[src/rtl/mips_prog_loader.sv]
// -----------------------------------------------------------------------------
// mips_prog_loader
//
// Host-side session controller for the two-phase pipelined MIPS32 core.
// One session is: load a program image into core memory from a host word
// stream, pulse the core's init, let the core run until it halts (or a cycle
// budget expires), then stream the first DUMP_N general-purpose registers
// back to the host and pulse done.
//
// Parameters
//   ADDR_W   memory word-address width
//   DUMP_N   registers dumped (R0..R(DUMP_N-1)), 1..32
//   TIMEOUT  maximum RUN cycles before a forced exit, >= 1
//
// Ports
//   clk1                    sole clock, rising edge
//   rst_n                   synchronous active-low reset
//   start, load_len         session request and number of words to load
//   in_valid/in_ready/in_data      program word stream from the host
//   mem_we/mem_addr/mem_wdata      core memory write port
//   cpu_init                one-cycle core init pulse (PC/HALTED/TAKEN_BRANCH)
//   cpu_run                 core enable while running
//   cpu_halted              core HALTED flag
//   reg_raddr/reg_rdata     core register read port (combinational read)
//   out_valid/out_ready/out_data   register dump stream to the host
//   busy                    session in progress
//   timeout                 sticky: last RUN ended on the cycle budget
//   done                    one-cycle pulse at session end
// -----------------------------------------------------------------------------
module mips_prog_loader #(
   parameter int ADDR_W  = 10,
   parameter int DUMP_N  = 6,
   parameter int TIMEOUT = 1024
) (
   input  logic              clk1,
   input  logic              rst_n,
   input  logic              start,
   input  logic [ADDR_W:0]   load_len,
   input  logic              in_valid,
   output logic              in_ready,
   input  logic [31:0]       in_data,
   output logic              mem_we,
   output logic [ADDR_W-1:0] mem_addr,
   output logic [31:0]       mem_wdata,
   output logic              cpu_init,
   output logic              cpu_run,
   input  logic              cpu_halted,
   output logic [4:0]        reg_raddr,
   input  logic [31:0]       reg_rdata,
   output logic              out_valid,
   input  logic              out_ready,
   output logic [31:0]       out_data,
   output logic              busy,
   output logic              timeout,
   output logic              done
);

   // Run counter is wide enough to hold TIMEOUT itself, so it never wraps
   // before the budget compare fires.
   localparam int RC_W = (TIMEOUT > 1) ? $clog2(TIMEOUT + 1) : 1;

   localparam logic [RC_W-1:0] RC_LAST   = RC_W'(TIMEOUT - 1);
   localparam logic [4:0]      RIDX_LAST = 5'(DUMP_N - 1);
   localparam logic [ADDR_W:0] LEN_ONE   = (ADDR_W + 1)'(1);
   localparam logic [ADDR_W:0] LEN_ZERO  = (ADDR_W + 1)'(0);

   typedef enum logic [2:0] {
      S_IDLE = 3'd0,
      S_LOAD = 3'd1,
      S_INIT = 3'd2,
      S_RUN  = 3'd3,
      S_RD   = 3'd4,
      S_SEND = 3'd5,
      S_DONE = 3'd6
   } state_t;

   state_t            state_r;
   logic [ADDR_W:0]   len_r;      // latched load length
   logic [ADDR_W:0]   widx_r;     // next memory word to write
   logic [RC_W-1:0]   rc_r;       // RUN cycles elapsed
   logic [4:0]        ridx_r;     // register currently being dumped
   logic [31:0]       out_data_r; // captured register value
   logic              timeout_r;

   // Session sequencer: state, indices, captured dump word and timeout flag.
   always_ff @(posedge clk1) begin
      if (!rst_n) begin
         state_r    <= S_IDLE;
         len_r      <= LEN_ZERO;
         widx_r     <= LEN_ZERO;
         rc_r       <= {RC_W{1'b0}};
         ridx_r     <= 5'd0;
         out_data_r <= 32'h0000_0000;
         timeout_r  <= 1'b0;
      end else begin
         case (state_r)
            S_IDLE: begin
               if (start) begin
                  len_r     <= load_len;
                  timeout_r <= 1'b0;
                  widx_r    <= LEN_ZERO;
                  // An empty image skips straight to core init.
                  if (load_len == LEN_ZERO) begin
                     state_r <= S_INIT;
                  end else begin
                     state_r <= S_LOAD;
                  end
               end
            end
            S_LOAD: begin
               // in_ready is constantly high here, so in_valid alone is
               // the handshake.
               if (in_valid) begin
                  widx_r <= widx_r + LEN_ONE;
                  if (widx_r == len_r - LEN_ONE) begin
                     state_r <= S_INIT;
                  end
               end
            end
            S_INIT: begin
               rc_r    <= {RC_W{1'b0}};
               state_r <= S_RUN;
            end
            S_RUN: begin
               rc_r <= rc_r + RC_W'(1);
               // Halt takes priority: a halt on the last budget cycle is a
               // normal completion, not a timeout.
               if (cpu_halted) begin
                  ridx_r  <= 5'd0;
                  state_r <= S_RD;
               end else if (rc_r == RC_LAST) begin
                  ridx_r    <= 5'd0;
                  timeout_r <= 1'b1;
                  state_r   <= S_RD;
               end
            end
            S_RD: begin
               out_data_r <= reg_rdata;
               state_r    <= S_SEND;
            end
            S_SEND: begin
               if (out_ready) begin
                  if (ridx_r == RIDX_LAST) begin
                     state_r <= S_DONE;
                  end else begin
                     ridx_r  <= ridx_r + 5'd1;
                     state_r <= S_RD;
                  end
               end
            end
            S_DONE: begin
               state_r <= S_IDLE;
            end
            default: begin
               state_r <= S_IDLE;
            end
         endcase
      end
   end

   // Output decode from the registered state; the memory write port follows
   // the input handshake within the same cycle.
   always_comb begin
      in_ready  = 1'b0;
      mem_we    = 1'b0;
      mem_addr  = {ADDR_W{1'b0}};
      mem_wdata = 32'h0000_0000;
      cpu_init  = 1'b0;
      cpu_run   = 1'b0;
      reg_raddr = 5'd0;
      out_valid = 1'b0;
      busy      = 1'b0;
      done      = 1'b0;
      case (state_r)
         S_IDLE: begin
            busy = 1'b0;
         end
         S_LOAD: begin
            busy     = 1'b1;
            in_ready = 1'b1;
            if (in_valid) begin
               mem_we    = 1'b1;
               mem_addr  = widx_r[ADDR_W-1:0];
               mem_wdata = in_data;
            end else begin
               mem_we    = 1'b0;
            end
         end
         S_INIT: begin
            busy     = 1'b1;
            cpu_init = 1'b1;
         end
         S_RUN: begin
            busy    = 1'b1;
            cpu_run = 1'b1;
         end
         S_RD: begin
            busy      = 1'b1;
            reg_raddr = ridx_r;
         end
         S_SEND: begin
            busy      = 1'b1;
            out_valid = 1'b1;
         end
         S_DONE: begin
            busy = 1'b1;
            done = 1'b1;
         end
         default: begin
            busy = 1'b0;
         end
      endcase
   end

   assign out_data = out_data_r;
   assign timeout  = timeout_r;

endmodule

[config.mk]
export PLATFORM = sky130hd
export DESIGN_NAME = mips_prog_loader
export DESIGN_NICKNAME = d
export VERILOG_FILES = /design/src/rtl/mips_prog_loader.sv
export SDC_FILE = /design/constraint.sdc
export NUM_CORES = 1
export LEC_CHECK = 0
export BUFFER_PORTS_ARGS = -buffer_cell sky130_fd_sc_hd__buf_2
export CAP_MARGIN = 20
export CORE_MARGIN = 10
export CORE_UTILIZATION = 50
export CTS_BUF_LIST = sky130_fd_sc_hd__clkbuf_8
export DETAILED_ROUTE_END_ITERATION = 8
export PLACE_DENSITY = 0.83
export SLEW_MARGIN = 20
export SYNTH_ARGS = -nofsm -noshare
export SYNTH_HDL_FRONTEND = slang
export SYNTH_SLANG_ARGS = --single-unit
[constraint.sdc]
create_clock -name clk1 -period 3.1 [get_ports clk1]
set_input_delay 0.31 -clock clk1 [delete_from_list [all_inputs] [get_ports clk1]]
set_output_delay 0.31 -clock clk1 [all_outputs]
set_load 0.03 [all_outputs]
======== Word level (Yosys, flattened, before mapping) ========
Index checks and enable logic that the tools add are counted.
storage, ports and cells
  bits in registers ....................... 74
  input bits .............................. 81
  logic and storage cells ................. 75
cells by class
  add/sub/neg operators ................... 4
  equality and inequality tests ........... 17
  mux-type cells .......................... 35
  reductions and logical operators ........ 12
operator list
  cell                                                                     count
  32-bit 2-to-1 mux                                                        2
  11-bit case mux with 2 select lines                                      2
  5-bit 2-to-1 mux                                                         5
  11-bit by 1-bit adder with 11-bit output, second input constant          2
  11-bit 2-to-1 mux                                                        2
  10-bit 2-to-1 mux                                                        2
  3-bit 2-to-1 mux                                                         6
  3-bit case mux with 6 select lines                                       1
  2-bit != test, second input constant                                     7
  11-bit by 10-bit equality test with 1-bit output, second input constant  1
  11-bit equality test                                                     1
  11-bit zero test                                                         1
  1-bit 2-to-1 mux                                                         11
  11-bit by 1-bit subtractor with 11-bit output, second input constant     1
  5-bit case mux with 2 select lines                                       1
  3-bit equality test, second input constant                               3
  4-bit AND reduction                                                      2
  2-bit nonzero test                                                       4
  3-bit by 2-bit equality test with 1-bit output, second input constant    2
  6-bit OR reduction                                                       1
  5-bit by 1-bit adder with 5-bit output, second input constant            1
  5-bit by 3-bit equality test with 1-bit output, second input constant    1
  5-bit AND reduction                                                      1
  2-bit 2-to-1 mux                                                         2
  6 further kinds                                                          6

======== Depth between registers and ports, before layout ========
Gate-level depths: netlist (run 1).
  depth in word-level cells ............... 5
  gate-level depth with buffers ........... 8
  gate-level depth less buffers ........... 8

======== Worst setup path before layout (run 1) ========
No wires, ideal clock.
  path type ............................... register to register
  start point ............................. register len_r[0]
  end point ............................... register state_r[1]
  setup time .............................. 58 ps
  arrival time ............................ 2141 ps
  data required time ...................... 3042 ps
  path slack .............................. 901 ps
  cell stages (with the launch flop) ...... 9
  cells stage by stage .................... dfxtp_1 -> inv_1 -> ha_1 -> or4b_4 -> or3_1 -> a21oi_2 -> o221ai_2 -> nor4_1 -> o221a_2
on the way
  word-level cells in the longest chain between the ends .. 4
ends and longest elaborated chain
  what                                           RTL line  RTL
  start, declared                                78        logic [ADDR_W:0] len_r;
  start signal, assigned                         99        len_r <= load_len;
  11-bit by 1-bit subtractor with 11-bit output  115       if (widx_r == len_r - LEN_ONE) begin
  11-bit equality test                           115
  2-bit != test (no source line)                 --
  5-bit AND reduction (no source line)           --
  end signal, assigned                           116       state_r <= S_INIT;
  end signal, assigned                           122       state_r <= S_RUN;
  end signal, assigned                           130       state_r <= S_RD;
  end, declared                                  77        state_t state_r;
No other way between the ends.
A chain may end at the register's enable or synchronous reset.

======== Worst setup path in the final report (run 1) ========
  start point ............................. register state_r[0]
  end point ............................... output port mem_wdata[5]
on the way
  word-level cells in the longest chain between the ends .. 2
ends and longest elaborated chain
  what                                            RTL line  RTL
  start signal, assigned                          88        state_r <= S_IDLE;
  start signal, assigned                          104       state_r <= S_INIT;
  start signal, assigned                          106       state_r <= S_LOAD;
  3-bit by 1-bit equality test with 1-bit output  174       case (state_r)
  32-bit 2-to-1 mux                               174
  end, declared                                   44        output logic [31:0] mem_wdata,
No other way between the ends.

==> flow_summary.toml, run 1 <==
[sta]
finalSetupViolations = 0
finalCritPeriodShare_pct = 81.5
slew_headroom_pct = 46.1
worst_pin_slew_ns = 0.797
rsz0062_at_grt = "false"
setup_ws_ns = 0.573
hold_viol = 0
fmax_mhz = 396
post-route-min-period_ns = 2.53
drv_slew = 0
fin_tns_setup_ns = 0
finalClockSkew_ns = 0.00956

[worst_setup_path]
required_ns = 2.79
cp_cell_sequence = "buf_4 -> nor4bb_4 -> buf_4 -> and2_1 -> buf_2"
cp-end-kind = "output pin"
cp-startpoint = "state_r[0]"
cp_max_fo = 47
cp.arrival_ns = 2.22
cp_common_cell = "buf_4"
cp-start-kind = "register"
critPathKind = "reg -> out"
crit_slowest_cell = "dfxtp_1"
reg2reg_from = "state_r[1]"
slowest_delay_ns = 0.48

[placement]
dpl.hpwl_mm = 9.35
dpl-instance-area_um2 = 4860
gp_congestion = 0.881
portBuffers = 167
pre_cts_ws_ns = 0.650

[pwr]
powerDensity_nw_per_um2 = 638
p_leak_nw = 2.31
ir_worst_vdd_uv = 351

[route]
drt-total-wl_mm = 12.2
detail-route-antenna-nets = 0
routedWlPerCell_um = 15.9
vias = 4087
drt-vias-per-instance = 5.34
drt-initial-drc-count = 185
drc = 0
drt_first_pass_iters = 4

[floorplanning]
die_x_um = 109
dieArea_um2 = 11800
row_count = 32
io_pins = 168
start_util_pct = 51.3
core_area_um2 = 7690
die_y_um = 109

[clocking]
clk_latency_ns = 0.35
post_cts_buffers = 0
clk_path_buf_depth = 2
cts-root-buf = "clkbuf_8"
cts_sinks = 74
clk_pin_slew_ns = 0.08
cts_tree = "done"
cts-hold-fix-buffers = 0
cts_resized = 0
cts_buffers = 9
htreeDepth = 3

[global_routing]
grt_max_degree = 48
grt_pass1_vias = 3975
grt_util_met1_pct = 22.9
antenna_found_initial = 1
use_met3_pct = 10.5
grt_pass1_wl_mm = 19.7
grt_use_total_pct = 20.6
globalRoute.totalOverflow = 0
busiest_layer = "met2"
gr-usage-met2_pct = 33.1

[yosys]
synth_warnings = 0
synth_cells = 505
ys_types = 52
yosysTopAreaCell = "dfxtp_1"
synth_top_area_share_pct = 37.6
avgSynthCellArea_um2 = 7.81
synth.area.top_cells = "dfxtp_1 (38%), nand2_1 (10%), a21boi_0 (9.3%)"
syn_area_um2 = 3940
ys_ff_latch = 74
synth_edf_count = 0
synth-async-reset-ratio_pct = 0
synthFlopType = "dfxtp_1"
ys_seq_area_share_pct = 37.6
syn_nets = 591

[final_layout]
area_growth_pct = 29.2
layout_commonest_cell = "buf_2"
drive_gt1_share_pct = 30.4
layout_common_cells = "buf_2 (167), nand2_1 (109), dfxtp_1 (74), and2_1 (51), a21boi_0 (49)"
fin_area_um2 = 5090
nNetsFinal = 745
fillers = 696
antenna_cells = 0

[hold_path]
hold_class = "in -> reg"
min_from = "reg_rdata[11]"

[flow_run]
cap_violations = 0

[status]
status = "completed"
layer usage:
| layer | up-vias | routed length [um] |
|---|---|---|
| li1 | 2007 | - |
| met1 | 1893 | 4640 |
| met5 | - | 18 |
| met3 | 16 | 1490 |
| met2 | 169 | 5890 |
| met4 | 2 | 158 |
per-stage QoR:
stage	hold WS (ns)	total power, mW	std cells	utilization, %
final	0.206	3.25	766	66.3
after global routing	0.200	3.43	766	66.3
after CTS	0.190	3.26	766	66.3
after detailed placement	0.455	2.37	750	63.2
after global placement	0.447	2.33	750	63.2
after floorplan	0.455	2.02	505	-
synthesized netlist by cell type (all sizes together), types with 10 or more instances:
| library cell | count |
|---|---|
| nand2 | 109 |
| dfxtp | 74 |
| and2 | 51 |
| a21boi | 49 |
| nor2 | 29 |
| clkbuf | 27 |
| o21ai | 15 |
| nand3 | 14 |
| xor2 | 14 |
| nor2b | 12 |
| a21oi | 11 |
| nor3 | 10 |
| xnor2 | 10 |
worst paths after layout:
path	endpoint	slack, ns	cells past startpoint
max reg2reg	ridx_r[2]	0.59	6
min reg2reg	out_data[2]	0.46	2
max	mem_wdata[5]	0.57	5
min	out_data[11]	0.21	3
registers in the layout, summed over array words and instances (netlist names):
register	flops
state_r	3
widx_r	11
ridx_r	5
rc_r	11
out_data	32
len_r	11
timeout	1
logic make-up after synthesis:
group	share of synthesized area, %
multiplexers	0.254
flip-flops	37.6
XOR/XNOR	5.33
buffers and inverters	3.93
AO/OA/AOI/OAI	17.7
adder cells (fa/ha/maj)	1.59
AND/OR/NAND/NOR	33.6
worst max-delay path: cells and delay by family, from the launching register on:
kind          cells  cell delay [ns]
flops             1             0.48
simple gates      2             0.53
buf+inv           3             0.85
final cells by class:
class,instances,area [um2],share of cell area (%)
Clock inverter,5,85.1,1.67
Timing Repair Buffer,174,888,17.4
Clock buffer,11,151,2.97
Inverter,8,30.0,0.589
Sequential cell,74,1480,29.1
Tap cell,102,128,2.50
Multi-Input combinational cell,392,2330,45.8
report_power, final:
group | internal [mW] | total (mW) | switching (mW)
combinational | 0.435 | 1.22 | 0.785
sequential | 1.03 | 1.15 | 0.118
clock | 0.502 | 0.883 | 0.381
Note: power is estimated with default switching activity, not from simulation.
==> run 2: changes to the inputs <==
Settings changed: CORE_UTILIZATION 50 to 45, PLACE_DENSITY 0.83 to 0.79.
Clock period 3.1 ns to 2.3 ns, I/O delays scaled along.
==> run 2 against run 1 <==
Net effect: sequential power up 30%; sequential share of layout area down 1.0 points; cell count up 3.1%; worst setup slack worse by 0.54 ns; clock-buffer cell count down 1; worst hold slack worse by 0.094 ns; via count down 0.76%; die area up 9.0%; global-route usage down 2.8 points; clock skew up 0.0065 ns; combinational power up 52%.
==> flow_summary.toml, run 2 (synthesized netlist as in run 1, its figures left out) <==
[pwr]
p_int_mw = 2.84
clkPwrFrac_pct = 26.8
ir_worst_vdd_uv = 387
powerDensity_nw_per_um2 = 866
p_sw_mw = 1.74
p_leak_nw = 2.42
swShare_pct = 38.1
pwr-share-seq_pct = 32.8
combPwrFrac_pct = 40.3

[route]
drt-initial-drc-count = 222
drt-vias-per-instance = 5.13
routedWlPerCell_um = 15.4
drt_first_pass_iters = 5
vias = 4056
drc = 0
detail-route-antenna-nets = 0
drt-total-wl_mm = 12.2

[placement]
pre_cts_ws_ns = -0.0936
dpl.hpwl_mm = 9.52
gp_congestion = 0.881
portBuffers = 167

[sta]
slew_headroom_pct = 64.4
finalSetupViolations = 0
drv_slew = 0
finalClockSkew_ns = 0.0161
whs_ns = 0.112
setup_ws_ns = 0.0361
finalCritPeriodShare_pct = 98.4
worst_pin_slew_ns = 0.529
post-route-min-period_ns = 2.26
fmax_mhz = 442
hold_viol = 0

[floorplanning]
io_pins = 168
die_y_um = 114
row_count = 34
core_area_um2 = 8640
start_util_pct = 45.7
dieArea_um2 = 12900
die_x_um = 114

[final_layout]
drive_gt1_share_pct = 33.4
nNetsFinal = 763
layout_common_cells = "buf_2 (167), nand2_1 (109), dfxtp_1 (72), and2_1 (51), a21boi_0 (49)"
area_growth_pct = 34.2
largest_reg_flops = 32
fillers = 754
antenna_cells = 0
layout_commonest_cell = "buf_2"

[clocking]
clk_path_buf_depth = 2
cts-hold-fix-buffers = 0
clk_pin_slew_ns = 0.09
cts_buffers = 9
cts-root-buf = "clkbuf_8"
htreeDepth = 3
clk_latency_ns = 0.36
cts_sinks = 74
cts_tree = "done"

[worst_setup_path]
critPathKind = "reg -> reg"
cp.arrival_ns = 2.56
required_ns = 2.60
cp-end-kind = "register"
cp_max_fo = 3
cp-start-kind = "register"

[status]
status = "completed"

[global_routing]
grt_pass1_vias = 3858
antenna_found_initial = 0
globalRoute.totalOverflow = 0
grt_pass1_wl_mm = 19.1
grt_max_degree = 48
grt_use_total_pct = 17.8

[hold_path]
hold_class = "in -> reg"

[flow_run]
cap_violations = 0
run 2: final timing paths:
| path | startpoint | endpoint | slack (ns) | cells past startpoint |
|---|---|---|---|---|
| max | len_r[1] | state_r[1] | 0.04 | 8 |
| max reg2reg | len_r[1] | state_r[1] | 0.04 | 8 |
| min reg2reg | out_data[24] | out_data[24] | 0.46 | 2 |
| min | reg_rdata[27] | out_data[27] | 0.11 | 3 |
run 2: layer usage:
| metal | part of all wire, % | track usage (%) |
|---|---|---|
| met3 | 5.3 | 3.62 |
| met4 | 1.4 | 6.68 |
| met1 | 38 | 19.6 |
| met5 | 0 | 0 |
| met2 | 55 | 32.5 |
run 2: metrics by stage:
step	cells	utilization, %	setup TNS, ns	total power [mW]	cell area, um2
2_1_floorplan	505	-	0	2.72	3940
3_3_place_gp	773	57.8	0	3.26	4990
3_5_place_dp	773	57.8	-0.0936	3.31	4990
4_1_cts	789	60.7	0	4.54	5240
5_1_grt	790	61.3	-0.00421	4.84	5290
6_report	790	61.3	0	4.58	5290
run 2: area by class of cell:
type / instances / area (um2) / share of cell area (%)
multi-input combinational: 392 / 2370 / 44.8
sequential: 74 / 1480 / 28.0
timing repair buffer: 192 / 1030 / 19.4
clock buffer: 10 / 138 / 2.60
tap: 108 / 135 / 2.55
clock inverter: 6 / 106 / 2.01
inverter: 8 / 30.0 / 0.567
run 2: timing repair:
item,4_1_cts,5_1_grt
pin swaps,1,6
endpoints found under the setup margin,1,45
gates resized for setup,1,11
setup buffers,0,1
run 2: worst max-delay path, cell delays in order (launching register included):
cell      delay [ns]
dfxtp_2         0.34
inv_2           0.07
ha_4            0.12
or4b_4          0.48
or3_4           0.36
a21oi_2         0.15
o221ai_2        0.13
nor4_2          0.33
o221a_2         0.23
run 2: power groups by stage:
stage | combinational [mW] | sequential [mW] | clock (mW)
6_report | 1.85 | 1.50 | 1.23
5_1_grt | 2.01 | 1.52 | 1.30
4_1_cts | 1.80 | 1.50 | 1.24
3_5_place_dp | 1.79 | 1.52 | 0
3_3_place_gp | 1.75 | 1.52 | 0
2_1_floorplan | 1.14 | 1.58 | 0
==> run 3: changes to the inputs <==
Settings changed: CORE_ASPECT_RATIO set to 0.75.
==> run 3 against run 2 <==
Net effect: first-iteration DRC count decreased by 12%; non-clock buffer count decreased by 5; flip-flop and latch count unchanged; total power decreased by 2.4%; worst hold slack improved by 0.0088 ns; sequential share of layout area increased by 0.23 points; cell count decreased by 0.63%; maximum frequency increased by 5.0%; cell area decreased by 0.90%; wire length increased by 1.1%; largest cell class unchanged; highest routed layer unchanged.
==> flow_summary.toml, run 3 (synthesized netlist as in run 1, its figures left out) <==
[sta]
worst_pin_slew_ns = 0.540
hold_viol = 0
whs_ns = 0.121
setup_ws_ns = 0.144
post-route-min-period_ns = 2.16
fmax_mhz = 464
drv_slew = 0
finalClockSkew_ns = 0.00707
finalSetupViolations = 0
rsz0062_at_grt = "false"
slew_headroom_pct = 63.8
finalCritPeriodShare_pct = 93.7
fin_tns_setup_ns = 0

[placement]
place_inst = 769
dpl-instance-area_um2 = 4970
gp_congestion = 0.880
dpl.hpwl_mm = 9.73
pre_cts_ws_ns = -0.0174
portBuffers = 167

[global_routing]
grt_pass1_wl_mm = 19.6
grt_pass1_vias = 3959
antenna_found_initial = 0
grt_max_degree = 48
grt_use_total_pct = 18.1
globalRoute.totalOverflow = 0

[floorplanning]
die_x_um = 128
io_pins = 168
dieArea_um2 = 12900
row_count = 29
die_y_um = 101
start_util_pct = 46.4
core_area_um2 = 8490

[route]
drt-initial-drc-count = 195
detail-route-antenna-nets = 0
routedWlPerCell_um = 15.7
vias = 4070
drc = 0
drt-vias-per-instance = 5.18
drt_first_pass_iters = 4
drt-total-wl_mm = 12.3

[final_layout]
nNetsFinal = 758
layout_common_cells = "buf_2 (167), nand2_1 (109), dfxtp_1 (73), and2_1 (51), a21boi_0 (48)"
layout_commonest_cell = "buf_2"
drive_gt1_share_pct = 32.8
area_growth_pct = 33.0
utilization_pct = 61.8
fin_area_um2 = 5250
finalNonFillerCells = 785
largest_reg_flops = 32
antenna_cells = 0

[worst_setup_path]
cp-end-kind = "register"
required_ns = 2.53
cp.arrival_ns = 2.39
reg2reg_from = "len_r[0]"
cp-startpoint = "len_r[0]"
critPathKind = "reg -> reg"
r2r_setup_slack_ns = 0.14
cp-start-kind = "register"
cp_max_fo = 4

[clocking]
clk_latency_ns = 0.35
cts-root-buf = "clkbuf_8"
cts_tree = "done"
cts_sinks = 74
htreeDepth = 3
cts_buffers = 9
clk_path_buf_depth = 2
cts-hold-fix-buffers = 0
clk_pin_slew_ns = 0.08

[flow_run]
cap_violations = 0

[hold_path]
min_from = "reg_rdata[3]"
hold_class = "in -> reg"

[pwr]
powerDensity_nw_per_um2 = 852
power_mw = 4.47
p_leak_nw = 2.38
ir_worst_vdd_uv = 531

[status]
status = "completed"
==> run 3: cell count changes in the layout (fill, tap and decap cells not counted), sizes merged <==
cell | before | now
inv | 10 | 9
buf | 192 | 187
clkinvlp | 0 | 2
bufinv | 3 | 2
==> run 3: worst paths after layout <==
path | cells after the start | endpoint
setup / recovery | 8 | state_r[0]
hold reg to reg | 2 | out_data[21]
hold / removal | 3 | out_data[3]
setup reg to reg | 8 | state_r[0]
==> run 3: layout make-up <==
type / count / area [um2]
inverters: 8 / 30.0
repair buffers: 187 / 1000
flip-flops and latches: 74 / 1480
clock buffers: 10 / 138
fillers: 748 / 3250
clock inverters: 6 / 88.8
multi-input cells: 392 / 2370
well taps: 108 / 135
==> run 3: timing repair <==
item | CTS | global route
endpoints found under the setup margin | 1 | 50
pin swaps | 1 | 2
buffers inserted | 0 | 0
gates resized for setup | 0 | 12
==> run 3: power by group <==
part | total [mW] | switching (mW) | internal, mW
Combinational | 1.82 | 1.14 | 0.679
Clock | 1.15 | 0.503 | 0.642
Sequential | 1.51 | 0.120 | 1.39
Total | 4.47 | 1.76 | 2.71
==> run 3: critical path: stages, from the launching register on <==
cell,delay (ns)
dfxtp_1,0.32
inv_1,0.09
ha_2,0.19
or4b_4,0.48
or3_4,0.39
a21oi_4,0.13
o221ai_2,0.13
o31ai_1,0.22
a21boi_1,0.10
==> run 3: per-layer routing <==
metal | vias to the layer above | GRT usage (%) | wire [um]
met5 | - | 0 | 0
met4 | 0 | 6.04 | 198
met3 | 14 | 5.99 | 1150
met2 | 171 | 29.7 | 5830
met1 | 1854 | 21.9 | 5160
li1 | 2031 | - | -
